$ cat src/rtl/minipit_multi.sv
// minipit_multi: multi-channel programmable interval timer.
// Each channel is an independent down-counter with its own prescaler,
// one-shot or periodic mode, a sticky pending flag, and a maskable irq.
// Registers are reached through a write-only port:
// wr_addr = {channel, reg}.
//   reg 0 CTRL     {bit2 irq_en, bit1 periodic, bit0 enable}
//   reg 1 RELOAD   WIDTH bits
//   reg 2 PRESCALE PRE_W bits (taken from the LSBs of wr_data, PRE_W <= WIDTH)
//   reg 3 reserved, writes ignored
module minipit_multi #(
  parameter int CHANNELS = 4,
  parameter int WIDTH    = 16,
  parameter int PRE_W    = 8,
  localparam int CH_W    = (CHANNELS > 1) ? $clog2(CHANNELS) : 1,
  localparam int ADDR_W  = CH_W + 2
) (
  input  logic                      clk,
  input  logic                      rst_n,
  input  logic                      wr_en,
  input  logic [ADDR_W-1:0]         wr_addr,
  input  logic [WIDTH-1:0]          wr_data,
  input  logic [CHANNELS-1:0]       irq_ack,
  output logic [CHANNELS-1:0]       irq,
  output logic [CHANNELS-1:0]       expire,
  output logic [CHANNELS-1:0]       running,
  output logic [CHANNELS*WIDTH-1:0] count
);

  logic [CH_W-1:0] wr_ch_s;
  logic [1:0]      wr_reg_s;

  assign wr_ch_s  = wr_addr[ADDR_W-1:2];
  assign wr_reg_s = wr_addr[1:0];

  // Channel indices at or above CHANNELS never match a generated channel,
  // so such writes fall on the floor without any extra decode.
  for (genvar i = 0; i < CHANNELS; i++) begin : g_ch
    logic             running_r,  running_s;
    logic             periodic_r, periodic_s;
    logic             irq_en_r,   irq_en_s;
    logic             pending_r,  pending_s;
    logic             irq_r,      irq_s;
    logic             expire_r,   expire_s;
    logic [WIDTH-1:0] reload_r,   reload_s;
    logic [WIDTH-1:0] count_r,    count_s;
    logic [PRE_W-1:0] prescale_r, prescale_s;
    logic [PRE_W-1:0] act_pre_r,  act_pre_s;
    logic [PRE_W-1:0] pre_cnt_r,  pre_cnt_s;
    logic             wr_hit_s;
    logic             ctrl_wr_s;
    logic             tick_s;

    assign wr_hit_s = wr_en && (wr_ch_s == CH_W'(i));
    // act_pre_r is the prescale value in force for the current prescaler
    // cycle; new PRESCALE writes are picked up only at a wrap or an enable,
    // so a smaller value written mid-cycle cannot make pre_cnt overrun.
    assign tick_s   = running_r && (pre_cnt_r == act_pre_r);

    // Next-state: register writes, enable/disable, prescaler, count, expiry.
    always_comb begin
      periodic_s = periodic_r;
      irq_en_s   = irq_en_r;
      reload_s   = reload_r;
      prescale_s = prescale_r;
      running_s  = running_r;
      count_s    = count_r;
      pre_cnt_s  = pre_cnt_r;
      act_pre_s  = act_pre_r;
      expire_s   = 1'b0;
      ctrl_wr_s  = 1'b0;

      if (wr_hit_s) begin
        case (wr_reg_s)
          2'd0: begin
            ctrl_wr_s  = 1'b1;
            periodic_s = wr_data[1];
            irq_en_s   = wr_data[2];
          end
          2'd1:    reload_s   = wr_data;
          2'd2:    prescale_s = wr_data[PRE_W-1:0];
          default: ctrl_wr_s  = 1'b0;
        endcase
      end else begin
        ctrl_wr_s = 1'b0;
      end

      if (ctrl_wr_s && !wr_data[0]) begin
        // Disable wins over a coincident expiry; count and pre_cnt hold.
        running_s = 1'b0;
      end else if (ctrl_wr_s && !running_r) begin
        // Fresh enable: load the counter and restart the prescaler.
        running_s = 1'b1;
        count_s   = reload_r;
        pre_cnt_s = {PRE_W{1'b0}};
        act_pre_s = prescale_r;
      end else if (tick_s) begin
        pre_cnt_s = {PRE_W{1'b0}};
        act_pre_s = prescale_r;
        if (count_r != {WIDTH{1'b0}}) begin
          count_s = count_r - WIDTH'(1);
        end else begin
          expire_s = 1'b1;
          if (periodic_r) begin
            count_s = reload_r;
          end else begin
            running_s = 1'b0;
          end
        end
      end else if (running_r) begin
        pre_cnt_s = pre_cnt_r + PRE_W'(1);
      end else begin
        running_s = running_r;
      end

      // A new expiry beats an acknowledge arriving in the same cycle.
      pending_s = (pending_r & ~irq_ack[i]) | expire_s;
      irq_s     = pending_s & irq_en_s;
    end

    // Channel state register with asynchronous clear.
    always_ff @(posedge clk or negedge rst_n) begin
      if (!rst_n) begin
        running_r  <= 1'b0;
        periodic_r <= 1'b0;
        irq_en_r   <= 1'b0;
        pending_r  <= 1'b0;
        irq_r      <= 1'b0;
        expire_r   <= 1'b0;
        reload_r   <= {WIDTH{1'b0}};
        count_r    <= {WIDTH{1'b0}};
        prescale_r <= {PRE_W{1'b0}};
        act_pre_r  <= {PRE_W{1'b0}};
        pre_cnt_r  <= {PRE_W{1'b0}};
      end else begin
        running_r  <= running_s;
        periodic_r <= periodic_s;
        irq_en_r   <= irq_en_s;
        pending_r  <= pending_s;
        irq_r      <= irq_s;
        expire_r   <= expire_s;
        reload_r   <= reload_s;
        count_r    <= count_s;
        prescale_r <= prescale_s;
        act_pre_r  <= act_pre_s;
        pre_cnt_r  <= pre_cnt_s;
      end
    end

    assign irq[i]                   = irq_r;
    assign expire[i]                = expire_r;
    assign running[i]               = running_r;
    assign count[i*WIDTH +: WIDTH]  = count_r;
  end

endmodule

$ cat config.mk
export PLATFORM = sky130hd
export DESIGN_NAME = minipit_multi
export DESIGN_NICKNAME = d
export VERILOG_FILES = /design/src/rtl/minipit_multi.sv
export SDC_FILE = /design/constraint.sdc
export NUM_CORES = 1
export LEC_CHECK = 0
export CORE_MARGIN = 5
export CORE_UTILIZATION = 60
export DETAILED_ROUTE_END_ITERATION = 10
export HOLD_SLACK_MARGIN = 0.06
export PLACE_DENSITY = 0.94
export SLEW_MARGIN = 20
export SYNTH_ARGS = -nofsm -noshare
export SYNTH_HDL_FRONTEND = slang
export SYNTH_SLANG_ARGS = --single-unit
export TNS_END_PERCENT = 10
$ cat constraint.sdc
create_clock -name clk -period 4.4 [get_ports clk]
set_input_delay 0.66 -clock clk [delete_from_list [all_inputs] [get_ports clk]]
set_output_delay 0.66 -clock clk [all_outputs]
set_load 0.005 [all_outputs]
==> out/results.ini, run 1 <==
[power]
irDropWorstVdd_v = 0.000306
p_sw_w = 0.00292
p_leak_nw = 5.97
pwr-share-seq_pct = 44.0
p_clk_share_pct = 25.5
p_int_w = 0.00553
power_density_nw_per_um2 = 597
switching_share_pct = 34.6
pwr-share-comb_pct = 30.5

[detailed_routing]
drtIter0Drc = 1037
finalWirelength_um = 31800
via_per_inst = 6.40
ant_nets = 0
vias = 9803
drtPass1Iterations = 6
drcViolationCount = 0
wl_per_cell_um = 20.7

[place]
dpl.cell_count = 1484
dpl.hpwl_um = 20600
gp_congestion = 0.875
place_area_sq_um = 13300
port_buffers = 102

[yosys]
synth_cells = 1161
netlist.area_leader.share_pct = 51.0
yosysWarnings = 0
syn_nets = 1200
syn_area_sq_um = 12200
synth_enable_flop_cells = 0
yosys-top-cells-area = dfrtp_1 (51%), mux2_2 (12%), o21ai_0 (4.4%)
synth_ff_type = dfrtp_1
yosysSeqAreaShare_pct = 51.0
synthTopCellsByCount = dfrtp_1 (248), mux2_2 (130), o21ai_0 (107)
ys_seq_elements = 248
avgSynthCellArea_sq_um = 10.5
synth_most_common_cell = dfrtp_1
synth-async-reset-ratio_pct = 100
yosysTopAreaCell = dfrtp_1
synth.lib_cells_used.distinct = 71

[layout]
area_growth_pct = 16.1
final_design_area_no_fill_sq_um = 14100
antenna_cells = 0
stdcell_count = 1531
layout-drive-gt1-share_pct = 16.5
fin_nets = 1281

[clock_network]
clk_pin_slew_ns = 0.06
post_cts_buffers = 0
cts_made_buffers = 26
h-tree-depth = 1
cts_tree = done
cts_root_buffer = clkbuf_16
ctsHoldBuffers = 0
cts_resized = 0
clockBufferDepth = 3
clock_sinks = 248
clock_latency_ns = 0.53

[sta]
setup_tns_ns = 0
min_period_ns = 3.22
hold_slack_ns = 0.184
period_share_pct = 73.1
relSlewSlack_pct = 32.8
maxSlewViolCount = 0
setup_viol = 0
rsz0062_at_grt = false
worstMarginPinSlew_ns = 1.01
hold_viol_final = 0
skew_ns = 0.0141
fmax_mhz = 311

[setup_path]
cp_slowest_cell = clkdlybuf4s50_1
crit_chain = clkdlybuf4s50_1, nand2b_1, or3_1, o41ai_1, nand3_1, o21ai_0, o21ai_0
critPathMaxFanout = 20
path_common_cell = o21ai_0
setup.worst_path.start_class = primary input
cp.required_ns = 4.77
crit_family = simple AND/OR/NAND/NOR gates
critPathBufInv = 1
reg2reg_depth = 8
slowest_delay_ns = 0.83
critPathKind = primary input to flop
end_kind = flop
critPathArrivalTime_ns = 3.59
worstSetupPathDepth = 7

[grt]
grt_pass1_vias = 9980
gr-total-overflow = 0
grt_pass1_wl_um = 52200
grt_use_total_pct = 27.0
grt_max_degree = 118
antenna_found_initial = 0

[die]
boundaryPins = 103
die_area_sq_um = 23200
die_h_um = 152
rows = 52
core_sq_um = 20100
initial_core_util_pct = 60.5
fp.dieW_um = 152

[run]
drv_cap = 0

[run_status]
outcome = finished clean

[hold_path]
hold_path_class = primary input to async pin

## worst reg2reg max path, cell delays in order, from the launching register on
cell      delay, ns
dfrtp_1        0.45
inv_1          0.15
ha_1           0.16
nor4b_1        0.50
nand4b_4       0.28
nand2b_1       0.25
a21oi_1        0.73
o21ai_0        0.28
o21ai_0        0.19
## final timing paths
check,startpoint,to,slack (ns)
worst min register to register,g_ch[2].pending_r,g_ch[2].pending_r,0.47
max in group asynchronous,rst_n,g_ch[2].pre_cnt_r[6],3.10
worst max-delay path,wr_addr[2],g_ch[1].count_r[2],1.18
worst min-delay path,rst_n,g_ch[2].count_r[14],0.18
min in group clk,g_ch[2].pending_r,g_ch[2].pending_r,0.47
worst max register to register,g_ch[3].count_r[0],g_ch[3].count_r[15],1.31
## cell families after synthesis
kind of cell	count (synthesis)	share of synthesized area [%]
AND/OR/NAND/NOR	376	16.1
XOR/XNOR	51	3.67
buffers and inverters	88	3.50
AO/OA/AOI/OAI	246	11.6
flip-flops	248	51.0
adder cells (fa/ha/maj)	12	1.23
multiplexers	140	13.0
## metrics by stage
step	util [%]	setup WS (ns)	power, W
floorplan	-	1.87	0.00512
global placement	66.2	1.02	0.00604
detailed placement	66.2	0.886	0.00622
CTS	70.3	1.26	0.00842
global route	70.3	0.996	0.00892
finish	70.3	1.18	0.00845
## power groups by stage
stage | Combinational, W | Sequential, W | Clock, W
after floorplan | 0.00161 | 0.00351 | 0
after global placement | 0.00238 | 0.00366 | 0
after detailed placement | 0.00252 | 0.00370 | 0
after CTS | 0.00257 | 0.00369 | 0.00217
after global routing | 0.00285 | 0.00380 | 0.00227
final | 0.00258 | 0.00371 | 0.00215
## state kept, by name, summed over array words and instances, names as in the netlist
signal and count:
g_ch.act_pre_r 32, g_ch.expire_r 4, g_ch.pre_cnt_r 32, g_ch.prescale_r 32
g_ch.irq_en_r 4, g_ch.reload_r 64, g_ch.irq_r 4, g_ch.running_r 4
g_ch.pending_r 4, g_ch.count_r 64, g_ch.periodic_r 4
## placed cells by master (no fill, tap or decap), types with 4 or more instances in the layout
cell type | synthesis | layout
dfrtp_1 | 248 | 248
mux2_2 | 130 | 130
o21ai_0 | 107 | 107
clkdlybuf4s50_1 | 0 | 101
nor2_1 | 100 | 100
a21oi_1 | 80 | 80
nand2_1 | 72 | 72
nor3_1 | 49 | 49
xnor2_1 | 39 | 39
nand3_1 | 32 | 32
inv_1 | 26 | 26
clkbuf_16 | 0 | 26
or3_1 | 21 | 21
nor4_1 | 20 | 20
nand4_1 | 13 | 13
buf_4 | 14 | 13
xor2_1 | 12 | 12
ha_1 | 12 | 12
nand2b_1 | 11 | 11
a2bb2oi_1 | 10 | 10
or4_1 | 9 | 9
mux2i_1 | 9 | 9
o22ai_1 | 7 | 7
clkbuf_1 | 22 | 7
clkinv_2 | 0 | 7
and2_1 | 6 | 6
nor4b_1 | 5 | 5
and3_1 | 5 | 5
a21o_1 | 5 | 5
o31a_1 | 4 | 4
a31oi_1 | 4 | 4
a22o_1 | 4 | 4
a211oi_1 | 4 | 4
nor3b_1 | 4 | 4
## area by class of cell
cell class                 count  area, sq um
sequential                   248         6210
fill                        1313         5970
multi-input combinational    825         5540
timing repair buffer         115         1120
clock buffer                  35          704
tap                          270          338
clock inverter                12          128
inverter                      26         97.6
## metal layers
metal / part of all wire [%] / GRT usage [%] / vias to the layer above
met5: 0 / 0 / -
met3: 8.1 / 4.66 / 137
li1: - / - / 4321
met1: 39 / 35.6 / 4817
met2: 47 / 44.0 / 528
met4: 5.1 / 12.9 / 0
Power figures use the tool's default switching activity.
==> inputs of run 2 (changes only) <==
CORE_UTILIZATION = 58   (was 60)
PLACE_DENSITY = 0.92   (was 0.94)
clock period = 3.2 ns   (was 4.4 ns; I/O delays follow)
==> run 2 against run 1 <==
Utilization fell by 0.93 points. Critical path depth fell by 1. Clock-buffer cell count fell by 3. Clock skew rose by 0.0089 ns. Global-route usage rose by 0.17 points. Hold slack improved by 0.29 ns. Via count rose by 2.1%. Cell area rose by 2.2%. Sequential share of layout area fell by 0.95 points. Die area rose by 3.2%. Critical path type is now flop to flop.
==> out/results.ini, run 2 (same netlist as run 1, synthesis figures left out) <==
[sta]
hold_viol_final = 0  ; unchanged
min_period_ns = 2.79
period_share_pct = 87.2
setup_tns_ns = 0  ; unchanged
setup_viol = 0  ; unchanged
rsz0062_at_grt = false  ; unchanged
hold_slack_ns = 0.470  ; was 0.184 ns
relSlewSlack_pct = 41.4  ; was 32.8%
worstMarginPinSlew_ns = 0.879  ; was 1.01 ns
fmax_mhz = 359
maxSlewViolCount = 0  ; unchanged
skew_ns = 0.0230  ; was 0.0141 ns

[place]
place_area_sq_um = 13500  ; was 13300 sq um
dpl.hpwl_um = 21800  ; was 20600 um
gp_congestion = 0.897  ; was 0.875
port_buffers = 102  ; unchanged
dpl.cell_count = 1512  ; was 1484

[detailed_routing]
vias = 10009  ; was 9803
drtPass1Iterations = 6  ; unchanged
drtIter0Drc = 974  ; was 1037
finalWirelength_um = 32900  ; was 31800 um
wl_per_cell_um = 21.1  ; was 20.7 um
ant_nets = 0  ; unchanged
drcViolationCount = 0  ; unchanged
via_per_inst = 6.42  ; was 6.40

[power]
p_clk_share_pct = 27.2  ; was 25.5%
power_density_nw_per_um2 = 834  ; was 597 nW/um^2
pwr-share-comb_pct = 30.3  ; was 30.5%
switching_share_pct = 33.8  ; was 34.6%
pwr-share-seq_pct = 42.5  ; was 44.0%
irDropWorstVdd_v = 0.000407  ; was 0.000306 V
p_sw_w = 0.00408  ; was 0.00292 W
p_leak_nw = 6.15  ; was 5.97 nW
p_int_w = 0.00798  ; was 0.00553 W

[grt]
grt_max_degree = 95  ; was 118
grtUsageMet3_pct = 3.95  ; was 4.66%
gr-usage-met2_pct = 45.4  ; was 44.0%
grtUsageMet1_pct = 35.9  ; was 35.6%
grt_pass1_vias = 10127  ; was 9980
grt.busiest_layer = met2  ; unchanged
grt_use_total_pct = 27.2  ; was 27.0%
gr-total-overflow = 0  ; unchanged
antenna_found_initial = 0  ; unchanged
grt_pass1_wl_um = 53100  ; was 52200 um

[setup_path]
critPathMaxFanout = 22  ; was 20
end_kind = flop  ; unchanged
reg2reg_depth = 6  ; was 8
cp.required_ns = 3.60  ; was 4.77 ns
critPathKind = flop to flop  ; was primary input to flop
setup.worst_path.start_class = flop  ; was primary input
critPathArrivalTime_ns = 3.18  ; was 3.59 ns

[die]
die_h_um = 155  ; was 152 um
boundaryPins = 103  ; unchanged
core_sq_um = 20800  ; was 20100 sq um
rows = 53  ; was 52
fp.dieW_um = 155  ; was 152 um
die_area_sq_um = 24000  ; was 23200 sq um
initial_core_util_pct = 58.5  ; was 60.5%

[layout]
final_design_area_no_fill_sq_um = 14400  ; was 14100 sq um
layout_common_cells = dfrtp_1 (248), mux2_2 (130), o21ai_0 (107), clkdlybuf4s50_1 (101), nor2_1 (100)  ; unchanged
nFillCells = 1403  ; was 1313
post-route-util_pct = 69.4  ; was 70.3%
fin_nets = 1304  ; was 1281
stdcell_count = 1559  ; was 1531
antenna_cells = 0  ; unchanged
layout_commonest_cell = dfrtp_1  ; unchanged
area_growth_pct = 18.7  ; was 16.1%
layout-drive-gt1-share_pct = 18.3  ; was 16.5%
reg_top3 = g_ch.count_r: 64 flops, g_ch.reload_r: 64 flops  ; unchanged

[clock_network]
clock_latency_ns = 0.54  ; was 0.53 ns
clock_sinks = 248  ; unchanged
cts_root_buffer = clkbuf_16  ; unchanged
clockBufferDepth = 3  ; unchanged
cts_resized = 0  ; unchanged
clk_pin_slew_ns = 0.06  ; about the same
cts_made_buffers = 25  ; was 26
h-tree-depth = 1  ; unchanged
cts_tree = done  ; unchanged

[hold_path]
hold_path_class = flop to flop  ; was primary input to async pin
holdPathStages = 1

[run_status]
outcome = finished clean  ; unchanged

[run]
drv_cap = 0  ; unchanged

run 2: cell types whose count changed in the layout (fill, tap and decap cells not counted), sizes merged:
cell / delta
clkbuf: -3
clkinv: -2
bufinv: +4
buf: +23
inv: +1
dlygate4sd3: +1
clkinvlp: -1
run 2: worst max-delay path, cell delays in order, from the launching register on:
cell and delay (ns):
dfrtp_1 0.46, or4_1 0.62, or3_4 0.44, o21ai_2 0.72, a21oi_1 0.12, o21ai_0 0.18
o21ai_0 0.10
run 2: final timing paths:
path                                      from                    to  slack [ns]
hold / removal               g_ch[1].pending_r     g_ch[1].pending_r        0.47
hold reg to reg              g_ch[1].pending_r     g_ch[1].pending_r        0.47
min in group asynchronous                rst_n  g_ch[2].reload_r[14]        0.56
setup / recovery           g_ch[0].count_r[12]    g_ch[0].count_r[9]        0.41
max in group asynchronous                rst_n    g_ch[3].count_r[1]        1.70
setup reg to reg           g_ch[0].count_r[12]    g_ch[0].count_r[9]        0.41
run 2: metrics by stage:
| stage | total power [W] | setup slack [ns] |
|---|---|---|
| finish | 0.0121 | 0.411 |
| global route | 0.0127 | 0.149 |
| detailed placement | 0.00867 | 0.0263 |
| floorplan | 0.00704 | 0.849 |
| global placement | 0.00837 | 0.119 |
| CTS | 0.0120 | 0.426 |
run 2: per-layer routing:
layer / vias to the layer above / wire, um
met5: - / 0
met4: 0 / 1490
met3: 131 / 2870
met2: 565 / 16000
met1: 4939 / 12500
li1: 4374 / -
run 2: layout make-up:
type | count | area, sq um | share of cell area [%]
clock buffers | 32 | 702 | 4.86
clock inverters | 14 | 228 | 1.58
inverters | 26 | 97.6 | 0.675
multi-input cells | 825 | 5540 | 38.3
flip-flops and latches | 248 | 6210 | 43.0
well taps | 275 | 344 | 2.38
repair buffers | 139 | 1330 | 9.21
run 2: timing repair:
| action | 4_1_cts | 5_1_grt |
|---|---|---|
| buffers inserted | 0 | 0 |
| hold endpoints to repair | 89 | 0 |
| hold buffers | 1 | 0 |
run 2: power groups by stage:
stage	sequential, W	clock, W	combinational (W)
final	0.00512	0.00328	0.00365
after global routing	0.00523	0.00345	0.00399
after CTS	0.00508	0.00331	0.00363
after detailed placement	0.00511	0	0.00356
after global placement	0.00505	0	0.00332
after floorplan	0.00482	0	0.00222
